--- src/rtl/rtl_settings_pkg.sv ---
// rtl/rtl_settings_pkg.sv - shared widths, enums and the compare-entry struct
package rtl_settings_pkg;

    // Avalon-MM data path: 512-bit words, 64 bytes per word.
    localparam int AMM_DATA_W  = 512;
    localparam int AMM_BURST_W = 11;
    localparam int ADDR_W      = 32;
    localparam int ADDR_B_W    = $clog2(AMM_DATA_W / 8);
    localparam int CMP_ADDR_W  = ADDR_W - ADDR_B_W;

    typedef enum logic [1:0] {
        DM_FIXED = 2'd0,
        DM_INCR  = 2'd1,
        DM_LFSR  = 2'd2,
        DM_ZERO  = 2'd3
    } data_mode_t;

    typedef enum logic [1:0] {
        IDLE_S = 2'd0,
        CALC_S = 2'd1,
        EMIT_S = 2'd2
    } gen_state_t;

    // One compare entry: a run of consecutive words with byte offsets
    // trimming the first and last word.
    typedef struct packed {
        logic                   trans_type;
        data_mode_t             data_mode;
        logic [7:0]             data_ptrn;
        logic [CMP_ADDR_W-1:0]  start_addr;
        logic [ADDR_B_W-1:0]    start_off;
        logic [ADDR_B_W-1:0]    end_off;
        logic [AMM_BURST_W-1:0] words_count;
    } cmp_struct_t;

endpackage

--- src/rtl/cmp_cmd_gen.sv ---
// rtl/cmp_cmd_gen.sv - splits a byte-range transaction into compare entries
//
// Ports:
//   clk_i, rst_n_i         clock, asynchronous active-low reset
//   trans_*_i / trans_ready_o, data_mode_i, data_ptrn_i
//                          transaction request (byte address, length-1)
//   cmp_valid_o / cmp_ready_i / cmp_o
//                          compare-entry stream, at most MAX_WORDS words each
//   busy_o                 high whenever the FSM is not idle
//   entry_cnt_o            saturating count of accepted entries, present only
//                          when CMP_CMD_GEN_STAT_EN is defined
module cmp_cmd_gen
    import rtl_settings_pkg::*;
#(
    parameter int LEN_W     = 32,
    parameter int MAX_WORDS = 2 ** (AMM_BURST_W - 1)
) (
    input  logic              clk_i,
    input  logic              rst_n_i,
    input  logic              trans_valid_i,
    output logic              trans_ready_o,
    input  logic [ADDR_W-1:0] trans_addr_i,
    input  logic [LEN_W-1:0]  trans_len_i,
    input  logic              trans_type_i,
    input  data_mode_t        data_mode_i,
    input  logic [7:0]        data_ptrn_i,
    output logic              cmp_valid_o,
    input  logic              cmp_ready_i,
    output cmp_struct_t       cmp_o,
    output logic              busy_o
`ifdef CMP_CMD_GEN_STAT_EN
    ,
    output logic [31:0]       entry_cnt_o
`endif
);

    localparam logic [CMP_ADDR_W:0] MAX_W   = (CMP_ADDR_W + 1)'(MAX_WORDS);
    localparam logic [CMP_ADDR_W:0] ONE_W   = (CMP_ADDR_W + 1)'(1);

    gen_state_t            state;
    logic [ADDR_W-1:0]     addr_r;
    logic [LEN_W-1:0]      len_r;
    logic                  type_r;
    data_mode_t            mode_r;
    logic [7:0]            ptrn_r;
    logic [CMP_ADDR_W-1:0] next_addr;
    logic [CMP_ADDR_W:0]   remaining;
    logic                  first_r;
    logic [ADDR_B_W-1:0]   start_off_r;
    logic [ADDR_B_W-1:0]   end_off_r;

    logic [ADDR_W-1:0]     end_byte;
    logic [CMP_ADDR_W-1:0] word_span;
    logic [CMP_ADDR_W:0]   words_c;
    logic                  last_c;
    cmp_struct_t           entry_c;

    assign trans_ready_o = (state == IDLE_S);
    assign busy_o        = (state != IDLE_S);

    // Address arithmetic wraps naturally at the register widths, so a
    // transaction crossing the top of the address space needs no special case.
    always_comb begin
        end_byte  = addr_r + ADDR_W'(len_r);
        word_span = end_byte[ADDR_W-1:ADDR_B_W] - addr_r[ADDR_W-1:ADDR_B_W];
    end

    // Next entry built from the running state; it is valid to present
    // whenever remaining is non-zero.
    always_comb begin
        last_c              = (remaining <= MAX_W);
        words_c             = last_c ? remaining : MAX_W;
        entry_c             = '0;
        entry_c.trans_type  = type_r;
        entry_c.data_mode   = mode_r;
        entry_c.data_ptrn   = ptrn_r;
        entry_c.start_addr  = next_addr;
        entry_c.start_off   = first_r ? start_off_r : '0;
        entry_c.end_off     = last_c ? end_off_r : '1;
        entry_c.words_count = AMM_BURST_W'(words_c - ONE_W);
    end

    always_ff @(posedge clk_i or negedge rst_n_i) begin
        if (!rst_n_i) begin
            state       <= IDLE_S;
            addr_r      <= '0;
            len_r       <= '0;
            type_r      <= 1'b0;
            mode_r      <= DM_FIXED;
            ptrn_r      <= '0;
            next_addr   <= '0;
            remaining   <= '0;
            first_r     <= 1'b0;
            start_off_r <= '0;
            end_off_r   <= '0;
            cmp_valid_o <= 1'b0;
            cmp_o       <= '0;
        end else begin
            case (state)
                IDLE_S: begin
                    if (trans_valid_i) begin
                        addr_r <= trans_addr_i;
                        len_r  <= trans_len_i;
                        type_r <= trans_type_i;
                        mode_r <= data_mode_i;
                        ptrn_r <= data_ptrn_i;
                        state  <= CALC_S;
                    end
                end
                CALC_S: begin
                    next_addr   <= addr_r[ADDR_W-1:ADDR_B_W];
                    start_off_r <= addr_r[ADDR_B_W-1:0];
                    end_off_r   <= end_byte[ADDR_B_W-1:0];
                    remaining   <= {1'b0, word_span} + ONE_W;
                    first_r     <= 1'b1;
                    state       <= EMIT_S;
                end
                EMIT_S: begin
                    // First cycle in EMIT loads entry one; afterwards each
                    // handshake either loads the next entry (no bubble) or,
                    // with nothing left, closes out the transaction.
                    if (!cmp_valid_o || cmp_ready_i) begin
                        if (remaining != '0) begin
                            cmp_o       <= entry_c;
                            cmp_valid_o <= 1'b1;
                            next_addr   <= next_addr + CMP_ADDR_W'(words_c);
                            remaining   <= remaining - words_c;
                            first_r     <= 1'b0;
                        end else begin
                            cmp_valid_o <= 1'b0;
                            state       <= IDLE_S;
                        end
                    end
                end
                default: begin
                    cmp_valid_o <= 1'b0;
                    state       <= IDLE_S;
                end
            endcase
        end
    end

`ifdef CMP_CMD_GEN_STAT_EN
    always_ff @(posedge clk_i or negedge rst_n_i) begin
        if (!rst_n_i) begin
            entry_cnt_o <= '0;
        end else if (cmp_valid_o && cmp_ready_i && (entry_cnt_o != '1)) begin
            entry_cnt_o <= entry_cnt_o + 32'd1;
        end
    end
`endif

endmodule

--- config.mk ---
export PLATFORM = sky130hd
export DESIGN_NAME = cmp_cmd_gen
export DESIGN_NICKNAME = d
export VERILOG_FILES = /design/src/rtl/rtl_settings_pkg.sv /design/src/rtl/cmp_cmd_gen.sv
export SDC_FILE = /design/constraint.sdc
export NUM_CORES = 1
export LEC_CHECK = 0
export BUFFER_PORTS_ARGS = -buffer_cell sky130_fd_sc_hd__buf_2
export CAP_MARGIN = 0
export CORE_AREA = 2 2 161 163
export CTS_CLUSTER_DIAMETER = 80
export DETAILED_ROUTE_END_ITERATION = 10
export DIE_AREA = 0 0 163 165
export PLACE_DENSITY = 0.76
export SYNTH_ARGS = -nofsm -noshare
export SYNTH_HDL_FRONTEND = slang
export SYNTH_SLANG_ARGS = --single-unit
--- constraint.sdc ---
create_clock -name clk_i -period 4.85 [get_ports clk_i]
set_input_delay 0.97 -clock clk_i [delete_from_list [all_inputs] [get_ports clk_i]]
set_output_delay 0.97 -clock clk_i [all_outputs]
set_load 0.1 [all_outputs]
==> results of run 1 <==
through the flow:
| stage | instance area, µm² | TNS, ns | util (%) |
|---|---|---|---|
| floorplan | 13400 | 0 | - |
| global placement | 15600 | -1.61 | 62.5 |
| detailed placement | 15600 | -2.66 | 62.5 |
| CTS | 16600 | -0.195 | 66.3 |
| global route | 17400 | -3.57 | 69.5 |
| finish | 17400 | -0.851 | 69.5 |
kinds of logic (layout without fill, tap and decap cells):
family          after synthesis  after routing  synth area share (%)
fa+ha+maj                    87             87                  8.33
simple gates                570            570                  19.7
buf+inv                     131            457                  3.98
xor+xnor                     77             77                  5.06
flops                       204            204                  38.3
other cells                   2             15                0.0563
compound gates              427            427                  20.0
mux                          56             56                  4.68
path summary, 6_finish.rpt:
kind | slack [ns] | endpoint | cells after the start
min in group clk_i | 0.46 | cmp_o[8] | 2
min | 0.46 | cmp_o[26] | 1
min reg2reg | 0.46 | cmp_o[8] | 2
max | -0.19 | remaining[23] | 26
max reg2reg | -0.19 | remaining[23] | 26
max in group asynchronous | 3.33 | addr_r[27] | 2
worst reg2reg max path, delay by kind of cell, from the launching register on:
kind | cells | cell delay (ns)
compound gates | 7 | 1.36
flops | 1 | 0.39
fa+ha+maj | 3 | 0.80
simple gates | 5 | 0.82
buf+inv | 8 | 1.08
xor+xnor | 3 | 0.49
power breakdown:
group	leakage [µW]	internal [µW]	switching (µW)
registers	0.00244	1860	128
clock network	0.000391	1110	724
logic	0.00586	465	992
sequential cells by signal, indices dropped and copies added (netlist names), 6 cells and up:
| register | flops |
|---|---|
| cmp_o | 60 |
| len_r | 32 |
| addr_r | 32 |
| remaining | 27 |
| end_off_r | 6 |
| next_addr | 26 |
| ptrn_r | 8 |
| start_off_r | 6 |
timing repair:
action | CTS | global route
setup buffers | 5 | 22
hold endpoints to repair | 0 | 0
cloned | 0 | 0
setup endpoints to repair | 17 | 25
gates resized for setup | 33 | 134
pin swaps | 13 | 78
cell type report:
| type | count | area [µm²] | share of cell area (%) |
|---|---|---|---|
| Inverter | 69 | 262 | 1.50 |
| Multi-Input combinational cell | 1232 | 8490 | 48.8 |
| Sequential cell | 204 | 5100 | 29.3 |
| Clock inverter | 8 | 134 | 0.769 |
| Timing Repair Buffer | 349 | 2340 | 13.4 |
| Tap cell | 330 | 413 | 2.37 |
| Clock buffer | 31 | 656 | 3.77 |
cell usage in the layout, fill, tap and decap left out, types with 13 or more instances in the layout:
master     Yosys  layout
a31oi_1       16      14
mux2_2        51      51
o21ai_0      136     118
a21oi_1      108      92
buf_2         12     140
nor3_1        41      30
clkbuf_16      0      23
o21a_1        18      17
nand2b_1      14      14
dfrtp_1      204     204
and3_1        25      19
xor2_1        20      18
xnor2_1       57      50
o21ai_1        0      13
nand2_1      279     277
a21o_1        35      34
inv_1         69      67
buf_6          2      13
ha_1          84      82
conb_1         2      15
nor2_1        96      89
nand3_1       31      27
buf_4          2     194
per-layer routing:
metal | wire length [µm] | up-vias | global-route usage [%]
met1 | 16300 | 6080 | 35.9
met5 | 0 | - | 0
met3 | 2290 | 95 | 3.82
met2 | 17900 | 383 | 45.3
li1 | - | 6154 | -
met4 | 1270 | 0 | 8.17
==> key figures, run 1 <==
Route
  – Iter 0 DRT Violations: 935
  – WL/cell: 17.0 µm
  – Final ANT Viol Nets: 0
  – Total routed wirelength: 37.8 mm
  – # DRC: 0
  – Vias per Instance: 5.72
  – Number of iterations in the first detailed-routing pass: 5
  – Via Count: 12700

CTS
  – Cts hold-fix bufs: 0
  – CTS sink cnt: 204
  – Htree depth: 1
  – Clock-pin slew on the worst setup and hold paths: 0.06 ns
  – Root Buffer: clkbuf_16
  – Num CTS Buffers: 23
  – CTS tree: yes
  – Clk_lat worst skew: 0.54 ns
  – CTS Buffer Depth: 3

Critical path
  – Worst EP arrival: 5.46 ns
  – CP Max Fanout: 5
  – Setup crit start: len_r[0]
  – CP max stage delay: 0.39 ns
  – Most used cell, CP: buf_4
  – Slowest-stage cell, CP: dfrtp_1
  – CP delay by family, top: compound AO/OA/AOI/OAI gates
  – Crit Path Class: flop to flop
  – Startpoint Class: flop
  – Worst Setup End Kind: flop
  – Crit path buf inv count: 8
  – Worst EP required: 5.27 ns
  – Worst r2r src: len_r[0]

Placement
  – Routability cong.: 0.928
  – IO Port Bufs: 141
  – Pre-CTS WS: -0.398 ns
  – DP Cell Count: 2158
  – Dpl hpwl: 26.7 mm

Global routing
  – First-pass GRT wire length: 59.1 mm
  – GRT Total Usage: 26.8%
  – Remaining Overflow, GRT: 0
  – Largest net degree at the start of global routing: 113
  – Initial antenna violation count: 1
  – Vias in the first global route: 12100

Die
  – Chip height: 165 µm
  – Die Span X: 163 µm
  – I/O pins: 142
  – Core area: 25000 µm²
  – Die Area: 26900 µm²
  – # rows: 58
  – Initial Utilization: 53.3%

Synth
  – Most common cell in the netlist: nand2_1
  – Top cells by count, synth: nand2_1 (279), dfrtp_1 (204), o21ai_0 (136)
  – Number of synthesized flops with an enable pin: 0
  – Yosys reg bits: 204
  – Synth top area cells: dfrtp_1 (38%), ha_1 (7.9%), nand2_1 (7.9%)
  – Synth cell types: 75
  – Cell area after synthesis: 13300 µm²
  – Top FF cell, synth: dfrtp_1
  – Top cell type's share of synthesized area: 38.3%
  – Async set-reset flop share out of synthesis: 100%
  – Synth Instances: 1554
  – Synth warn: 0
  – Syn avg cell area: 8.58 µm²
  – Area leader, netlist: dfrtp_1
  – Sequential element share of the synthesized area: 38.3%

STA
  – RSZ-0062 raised after global routing: true
  – Crit share post-route: 104%
  – Slew Limit Fails: 0
  – Hold_ws: 0.458 ns
  – Final setup margin: -0.185 ns
  – Least-Margin Pin Slew: 1.01 ns
  – Highest Clock Rate: 0.199 GHz
  – Clock skew: 0.0205 ns
  – Max_slew headroom: 32.8%
  – Final Hold Viols: 0
  – Final setup vio count: 9
  – Period minus WS final: 5.04 ns

Cells and area
  – Layout cells sized above 1: 30.0%
  – Layout area overhead: 30.4%
  – NumNets Final: 2045
  – Final Non-Filler Cells: 2223
  – Ant diodes: 0
  – Number of fill cells in the layout: 1954

Run status
  – Outcome: complete, but fails checks
  – Failing checks: setup timing

Hold path
  – Hold Path Class: input pin to asynchronous set/reset pin

Run
  – Maxcap violations: 0

Power
  – Pwr dens: 303 nW/µm²
  – LEAKAGE: 0.00870 µW
  – Total power draw: 5280 µW
  – Max VDD drop: 0.306 mV
No activity file was read; power rests on OpenSTA's default activity.
==> run 2, diff against run 1 <==
--- a/config.mk
+++ b/config.mk
@@ -8,6 +8,7 @@
 export BUFFER_PORTS_ARGS = -buffer_cell sky130_fd_sc_hd__buf_2
 export CAP_MARGIN = 0
 export CORE_AREA = 2 2 161 163
+export CTS_BUF_LIST = sky130_fd_sc_hd__clkbuf_16
 export CTS_CLUSTER_DIAMETER = 80
 export DETAILED_ROUTE_END_ITERATION = 10
 export DIE_AREA = 0 0 163 165
==> run 2 against run 1 <==
Net effect:
- via count increased by 0.22%
- critical endpoint unchanged
- sequential share of layout area about the same
- register-to-register slack lost 0.03 ns
- final cell count stayed put
- fmax shrank 0.65%
- clock power fell by 5%
- wire length shrank 0.17%
- combinational power is essentially flat
- utilization fell by 0.075 points
- the run still ends with setup timing left
- hold slack improved by 0.0034 ns
- total power shrank 1.7%
- critical path type unchanged
==> key figures, run 2 (synthesis gave the netlist of run 1 again) <==
Route
  – WL/cell: 17.0 µm (-0.17%)
  – Number of iterations in the first detailed-routing pass: 5 (unchanged)
  – # DRC: 0 (unchanged)
  – Via Count: 12700 (+0.22%)
  – Total routed wirelength: 37.7 mm (-0.17%)
  – Iter 0 DRT Violations: 981 (+4.9%)
  – Final ANT Viol Nets: 0 (unchanged)
  – Vias per Instance: 5.73 (+0.22%)

Die
  – # rows: 58 (unchanged)
  – Die Area: 26900 µm² (unchanged)
  – Die Span X: 163 µm (unchanged)
  – I/O pins: 142 (unchanged)
  – Chip height: 165 µm (unchanged)
  – Core area: 25000 µm² (unchanged)
  – Initial Utilization: 53.3% (unchanged)

Global routing
  – Remaining Overflow, GRT: 0 (unchanged)
  – Largest net degree at the start of global routing: 113 (unchanged)
  – GRT Total Usage: 26.8% (about the same)
  – Vias in the first global route: 12100 (+0.058%)
  – First-pass GRT wire length: 59.1 mm (unchanged)
  – Layer carrying the most global-route usage: met2
  – Initial antenna violation count: 1 (unchanged)
  – GR Util met3: 3.84% (+0.025 points)
  – Met1 GRT Util: 35.8% (-0.13 points)
  – GR Util met2: 45.4% (+0.096 points)

Cells and area
  – Most frequent cells in the layout: nand2_1 (276), dfrtp_1 (204), buf_4 (190), buf_2 (140), o21ai_0 (117)
  – Layout cells sized above 1: 29.9% (-0.053 points)
  – FF/Latch Area: 5100 µm² (unchanged)
  – Register with the highest flop count: cmp_o
  – Final Non-Filler Cells: 2223 (unchanged)
  – Max reg flops: 60 (unchanged)
  – NumNets Final: 2045 (unchanged)
  – Layout area overhead: 30.3%
  – Finished Cell Area: 17400 µm² (-0.11%)
  – Number of fill cells in the layout: 1965 (+0.56%)
  – Most common cell after layout, fill and taps aside: nand2_1
  – Top Registers: cmp_o (60), addr_r (32), len_r (32)
  – Ant diodes: 0 (unchanged)
  – Area used by multi-input combinational logic: 8510 µm² (+0.19%)

Critical path
  – R2R Setup Slk: -0.22 ns (-0.03 ns)
  – CP Max Fanout: 4 (-1)
  – FF-to-FF End: remaining[23]
  – Worst EP arrival: 5.49 ns (+0.03 ns)
  – Worst EP required: 5.27 ns (about the same)
  – Worst Setup End Kind: flop
  – FF-to-FF path depth: 21 (-19%)
  – Startpoint Class: flop
  – Worst r2r src: addr_r[2]
  – Crit Path Class: flop to flop

STA
  – Crit share post-route: 105% (+0.68 points)
  – Least-Margin Pin Slew: 1.01 ns (+0.00550 ns)
  – Slew Limit Fails: 0 (unchanged)
  – Final Hold Viols: 0 (unchanged)
  – Final setup vio count: 8 (-1)
  – Max_slew headroom: 32.4% (-0.37 points)
  – Period minus WS final: 5.07 ns (+0.0332 ns)
  – Final setup margin: -0.219 ns (-0.0332 ns)
  – Clock skew: 0.0185 ns (-0.00201 ns)
  – RSZ-0062 raised after global routing: true
  – Highest Clock Rate: 0.197 GHz (-0.65%)
  – Setup TNS: -0.673 ns (+0.178 ns)

Power
  – Pwr dens: 299 nW/µm² (-1.6%)
  – LEAKAGE: 0.00869 µW (about the same)
  – Total power draw: 5190 µW (-1.7%)
  – Max VDD drop: 0.302 mV (-1.2%)

Run status
  – Failing checks: setup timing
  – Outcome: complete, but fails checks

Placement
  – Dpl hpwl: 26.7 mm (unchanged)
  – Pre-CTS WS: -0.398 ns (unchanged)
  – Routability cong.: 0.928 (unchanged)
  – IO Port Bufs: 141 (unchanged)
  – Area post-placement: 15600 µm² (unchanged)
  – DP Cell Count: 2158 (unchanged)

CTS
  – Htree depth: 1 (unchanged)
  – CTS tree: yes
  – CTS Buffer Depth: 3 (unchanged)
  – Cts hold-fix bufs: 0 (unchanged)
  – Num CTS Buffers: 23 (unchanged)
  – Clk_lat worst skew: 0.54 ns (about the same)
  – Clock-pin slew on the worst setup and hold paths: 0.06 ns (about the same)
  – Root Buffer: clkbuf_16
  – CTS sink cnt: 204 (unchanged)

Run
  – Maxcap violations: 0 (unchanged)

Hold path
  – Hold Path Class: input pin to asynchronous set/reset pin
[run 2: changes by cell type in the layout (fill, tap and decap cells not counted), sizes merged]
cell | previous run | this run
clkbuf | 32 | 24
clkinv | 4 | 9
inv | 70 | 73
[run 2: per-stage QoR]
| step | hold slack, ns | utilization (%) |
|---|---|---|
| final | 0.461 | 69.4 |
| after global placement | 0.439 | 62.5 |
| after floorplan | 0.433 | - |
| after global routing | 0.483 | 69.4 |
| after detailed placement | 0.449 | 62.5 |
| after CTS | 0.463 | 66.1 |
[run 2: worst max-delay path by stage]
stage,startpoint,to,slack (ns),cells after the start
detailed placement,addr_r[0],remaining[25],-0.40,22
global placement,addr_r[0],remaining[25],-0.29,22
finish,addr_r[2],remaining[23],-0.22,21
global route,addr_r[2],remaining[23],-0.41,21
CTS,addr_r[0],remaining[25],-0.12,24
floorplan,remaining[20],next_addr[23],0.001,19
[run 2: timing repair]
action,4_1_cts,5_1_grt
pin swaps,13,74
resized for setup,31,145
setup buffers,5,25
setup endpoints to repair,17,25
[run 2: metal layers]
layer	wire (µm)	share of wire (%)
met1	16400	44
met2	17900	48
met3	2120	5.6
met4	1230	3.3
met5	0	0
[run 2: final cells by class]
type,count,area share [%]
multi-input cells,1232,49.0
flip-flops and latches,204,29.4
repair buffers,349,13.5
clock buffers,23,3.31
well taps,330,2.38
inverters,69,1.50
clock inverters,16,0.943
[run 2: report_power, final]
| part | switching [µW] | internal, µW | total, µW | leakage [µW] |
|---|---|---|---|---|
| Sequential | 128 | 1860 | 1990 | 0.00244 |
| Combinational | 993 | 465 | 1460 | 0.00587 |
| Clock | 721 | 1020 | 1740 | 0.000375 |
| Total | 1840 | 3350 | 5190 | 0.00869 |
[run 2: critical path, stage by stage (launching register included)]
cell and delay, ns:
dfrtp_1 0.39, ha_1 0.33, o21ai_0 0.30, o21bai_1 0.17, o21a_1 0.30, buf_4 0.18
a21o_1 0.17, a21oi_1 0.17, xnor2_1 0.14, ha_1 0.28, o21a_1 0.12, o31a_1 0.12
or3_4 0.38, buf_6 0.16, a211oi_4 0.29, o21a_1 0.25, o2111ai_4 0.19, buf_6 0.17
nor2_4 0.16, nand4_1 0.17, xnor2_2 0.18, a221o_1 0.34
==> run 3, diff against run 2 <==
==> constraint.sdc (replaced) <==
create_clock -name clk_i -period 4.85 [get_ports clk_i]
set_input_delay 0.485 -clock clk_i [delete_from_list [all_inputs] [get_ports clk_i]]
set_output_delay 0.485 -clock clk_i [all_outputs]
set_load 0.1 [all_outputs]
==> run 3 against run 2 <==
Net effect:
- the run still ends with setup timing left
- first-iteration DRC count rose by 4.9%
- via count is essentially flat
- design area is 2.4% lower
- sequential share of layout area grew 0.71 points
- setup slack better by 0.056 ns
- clock skew fell by 0.0025 ns
- final cell count decreased by 0.54%
- total power fell by 3.3%
- critical path depth is 4 higher
- clock-buffer cell count stayed put
- largest cell class unchanged
- highest routed layer unchanged
==> key figures, run 3 (synthesis gave the netlist of run 1 again) <==
Route
  – # DRC: 0 (unchanged)
  – Total routed wirelength: 37.2 mm (-1.4%)
  – Via Count: 12700 (-0.055%)
  – Vias per Instance: 5.76 (+0.49%)
  – Final ANT Viol Nets: 0 (unchanged)
  – Iter 0 DRT Violations: 1029 (+4.9%)
  – WL/cell: 16.8 µm (-0.86%)
  – Number of iterations in the first detailed-routing pass: 5 (unchanged)

STA
  – Setup TNS: -0.210 ns (+0.462 ns)
  – Slew Limit Fails: 0 (unchanged)
  – Highest Clock Rate: 0.199 GHz (+1.1%)
  – Max_slew headroom: 34.6% (+2.2 points)
  – Period minus WS final: 5.01 ns (-0.0558 ns)
  – Crit share post-route: 103% (-1.2 points)
  – RSZ-0062 raised after global routing: true
  – Least-Margin Pin Slew: 0.981 ns (-0.0309 ns)
  – Clock skew: 0.0160 ns (-0.00247 ns)
  – Final setup margin: -0.163 ns (+0.0558 ns)
  – Final setup vio count: 2 (-6)
  – Final Hold Viols: 0 (unchanged)

CTS
  – Clk_lat worst skew: 0.53 ns (about the same)
  – Clock-pin slew on the worst setup and hold paths: 0.06 ns (about the same)
  – Root Buffer: clkbuf_16
  – CTS Buffer Depth: 3 (unchanged)
  – Num CTS Buffers: 23 (unchanged)
  – Htree depth: 1 (unchanged)
  – CTS sink cnt: 204 (unchanged)
  – CTS tree: yes

Power
  – LEAKAGE: 0.00849 µW (-2.3%)
  – Max VDD drop: 0.333 mV (+10%)
  – Pwr dens: 296 nW/µm² (-0.94%)
  – Total power draw: 5020 µW (-3.3%)

Run status
  – Outcome: complete, but fails checks
  – Failing checks: setup timing

Cells and area
  – Layout cells sized above 1: 28.5% (-1.4 points)
  – NumNets Final: 2032 (-0.64%)
  – Top Registers: cmp_o (60), addr_r (32), len_r (32)
  – Layout area overhead: 27.2%
  – Number of fill cells in the layout: 2001 (+1.8%)
  – Most frequent cells in the layout: nand2_1 (278), dfrtp_1 (204), buf_4 (188), buf_2 (140), o21ai_0 (117)
  – Final core utilization: 67.8% (-1.6 points)
  – Register with the highest flop count: cmp_o
  – Most common cell after layout, fill and taps aside: nand2_1
  – Final Non-Filler Cells: 2211 (-0.54%)
  – Max reg flops: 60 (unchanged)

Die
  – # rows: 58 (unchanged)
  – Chip height: 165 µm (unchanged)
  – Die Span X: 163 µm (unchanged)
  – I/O pins: 142 (unchanged)
  – Core area: 25000 µm² (unchanged)
  – Die Area: 26900 µm² (unchanged)
  – Initial Utilization: 53.3% (unchanged)

Critical path
  – Worst EP arrival: 5.48 ns (about the same)
  – CP delay by family, top: compound AO/OA/AOI/OAI gates
  – Crit Path Class: flop to flop
  – Slowest-stage cell, CP: or4_1
  – Startpoint Class: flop
  – CP max stage delay: 0.52 ns (+0.13 ns)
  – Worst EP required: 5.32 ns (+0.05 ns)
  – CP Max Fanout: 7 (+3)
  – Worst Setup End Kind: flop
  – Crit path buf inv count: 4 (+1)

Global routing
  – Initial antenna violation count: 0 (-1)
  – Largest net degree at the start of global routing: 116 (+2.7%)
  – GRT Total Usage: 26.6% (-0.27 points)
  – Remaining Overflow, GRT: 0 (unchanged)
  – Vias in the first global route: 12100 (-0.23%)
  – First-pass GRT wire length: 58.6 mm (-0.83%)

Placement
  – Dpl hpwl: 26.5 mm (-0.66%)
  – Routability cong.: 0.926 (-0.17%)
  – DP Cell Count: 2153 (-0.23%)
  – Pre-CTS WS: -0.395 ns (+0.00336 ns)
  – IO Port Bufs: 141 (unchanged)

Run
  – Maxcap violations: 0 (unchanged)

Hold path
  – Hold Path Class: input pin to asynchronous set/reset pin
## run 3: cell count changes in the layout (fill, tap and decap cells not counted), sizes merged
cell	change
inv	+2
diode	+1
clkinvlp	+1
buf	-13
bufinv	-3
## run 3: worst register-to-register path, cell delays in order (launching register included)
cell,delay (ns)
dfrtp_1,0.38
ha_2,0.20
inv_2,0.06
fa_2,0.21
nor2b_1,0.05
o21a_1,0.19
o21ai_2,0.14
a22oi_1,0.08
buf_4,0.16
a22o_4,0.27
a211o_1,0.33
buf_6,0.15
a21oi_2,0.10
nor2_1,0.05
ha_1,0.29
buf_4,0.17
o21a_1,0.10
o21ai_0,0.21
a22oi_2,0.12
nand2_1,0.11
a31oi_2,0.06
or3b_4,0.42
a2111oi_4,0.35
nand3_2,0.13
or4_1,0.52
nand3_1,0.11
## run 3: final timing paths
path,end,slack (ns),startpoint,depth (start not counted)
max,remaining[25],-0.16,len_r[0],25
min,cmp_o[26],0.12,rst_n_i,1
max reg2reg,remaining[25],-0.16,len_r[0],25
min reg2reg,cmp_o[50],0.46,ptrn_r[1],2
max in group asynchronous,len_r[2],3.77,rst_n_i,2
min in group clk_i,addr_r[25],0.16,trans_addr_i[25],3
## run 3: layout make-up
class	instances	area, µm²	share of cell area, %
clock buffer	23	576	3.39
multi-input combinational	1232	8310	49.0
timing repair buffer	336	2210	13.0
inverter	69	259	1.53
sequential	204	5100	30.1
antenna	1	2.50	0.0147
tap	330	413	2.43
clock inverter	16	90.1	0.531
## run 3: per-stage QoR
stage	cell area [µm²]	hold WS, ns
6_report	17000	0.116
5_1_grt	17000	0.160
4_1_cts	16500	0.142
3_5_place_dp	15600	0.449
3_3_place_gp	15600	0.438
2_1_floorplan	13400	0.189
## run 3: per-layer routing
layer  vias to the layer above  GRT usage, %  wire [µm]
met5                         -             0          0
met2                       424          44.6      17600
met4                         0          7.04        947
met1                      6109          36.5      16300
li1                       6133             -          -
met3                        67          3.11       2290
## run 3: report_power, final
group	leakage, µW	internal, µW	switching [µW]
Clock	0.000346	862	696
Combinational	0.00570	468	1000
Sequential	0.00244	1860	132
Total	0.00849	3190	1830
## run 3: repair_timing
item / CTS / global route
hold buffers: 0 / 0
gates resized for setup: 33 / 96
setup buffers: 4 / 14
endpoints found under the setup margin: 14 / 23
pin swaps: 13 / 38
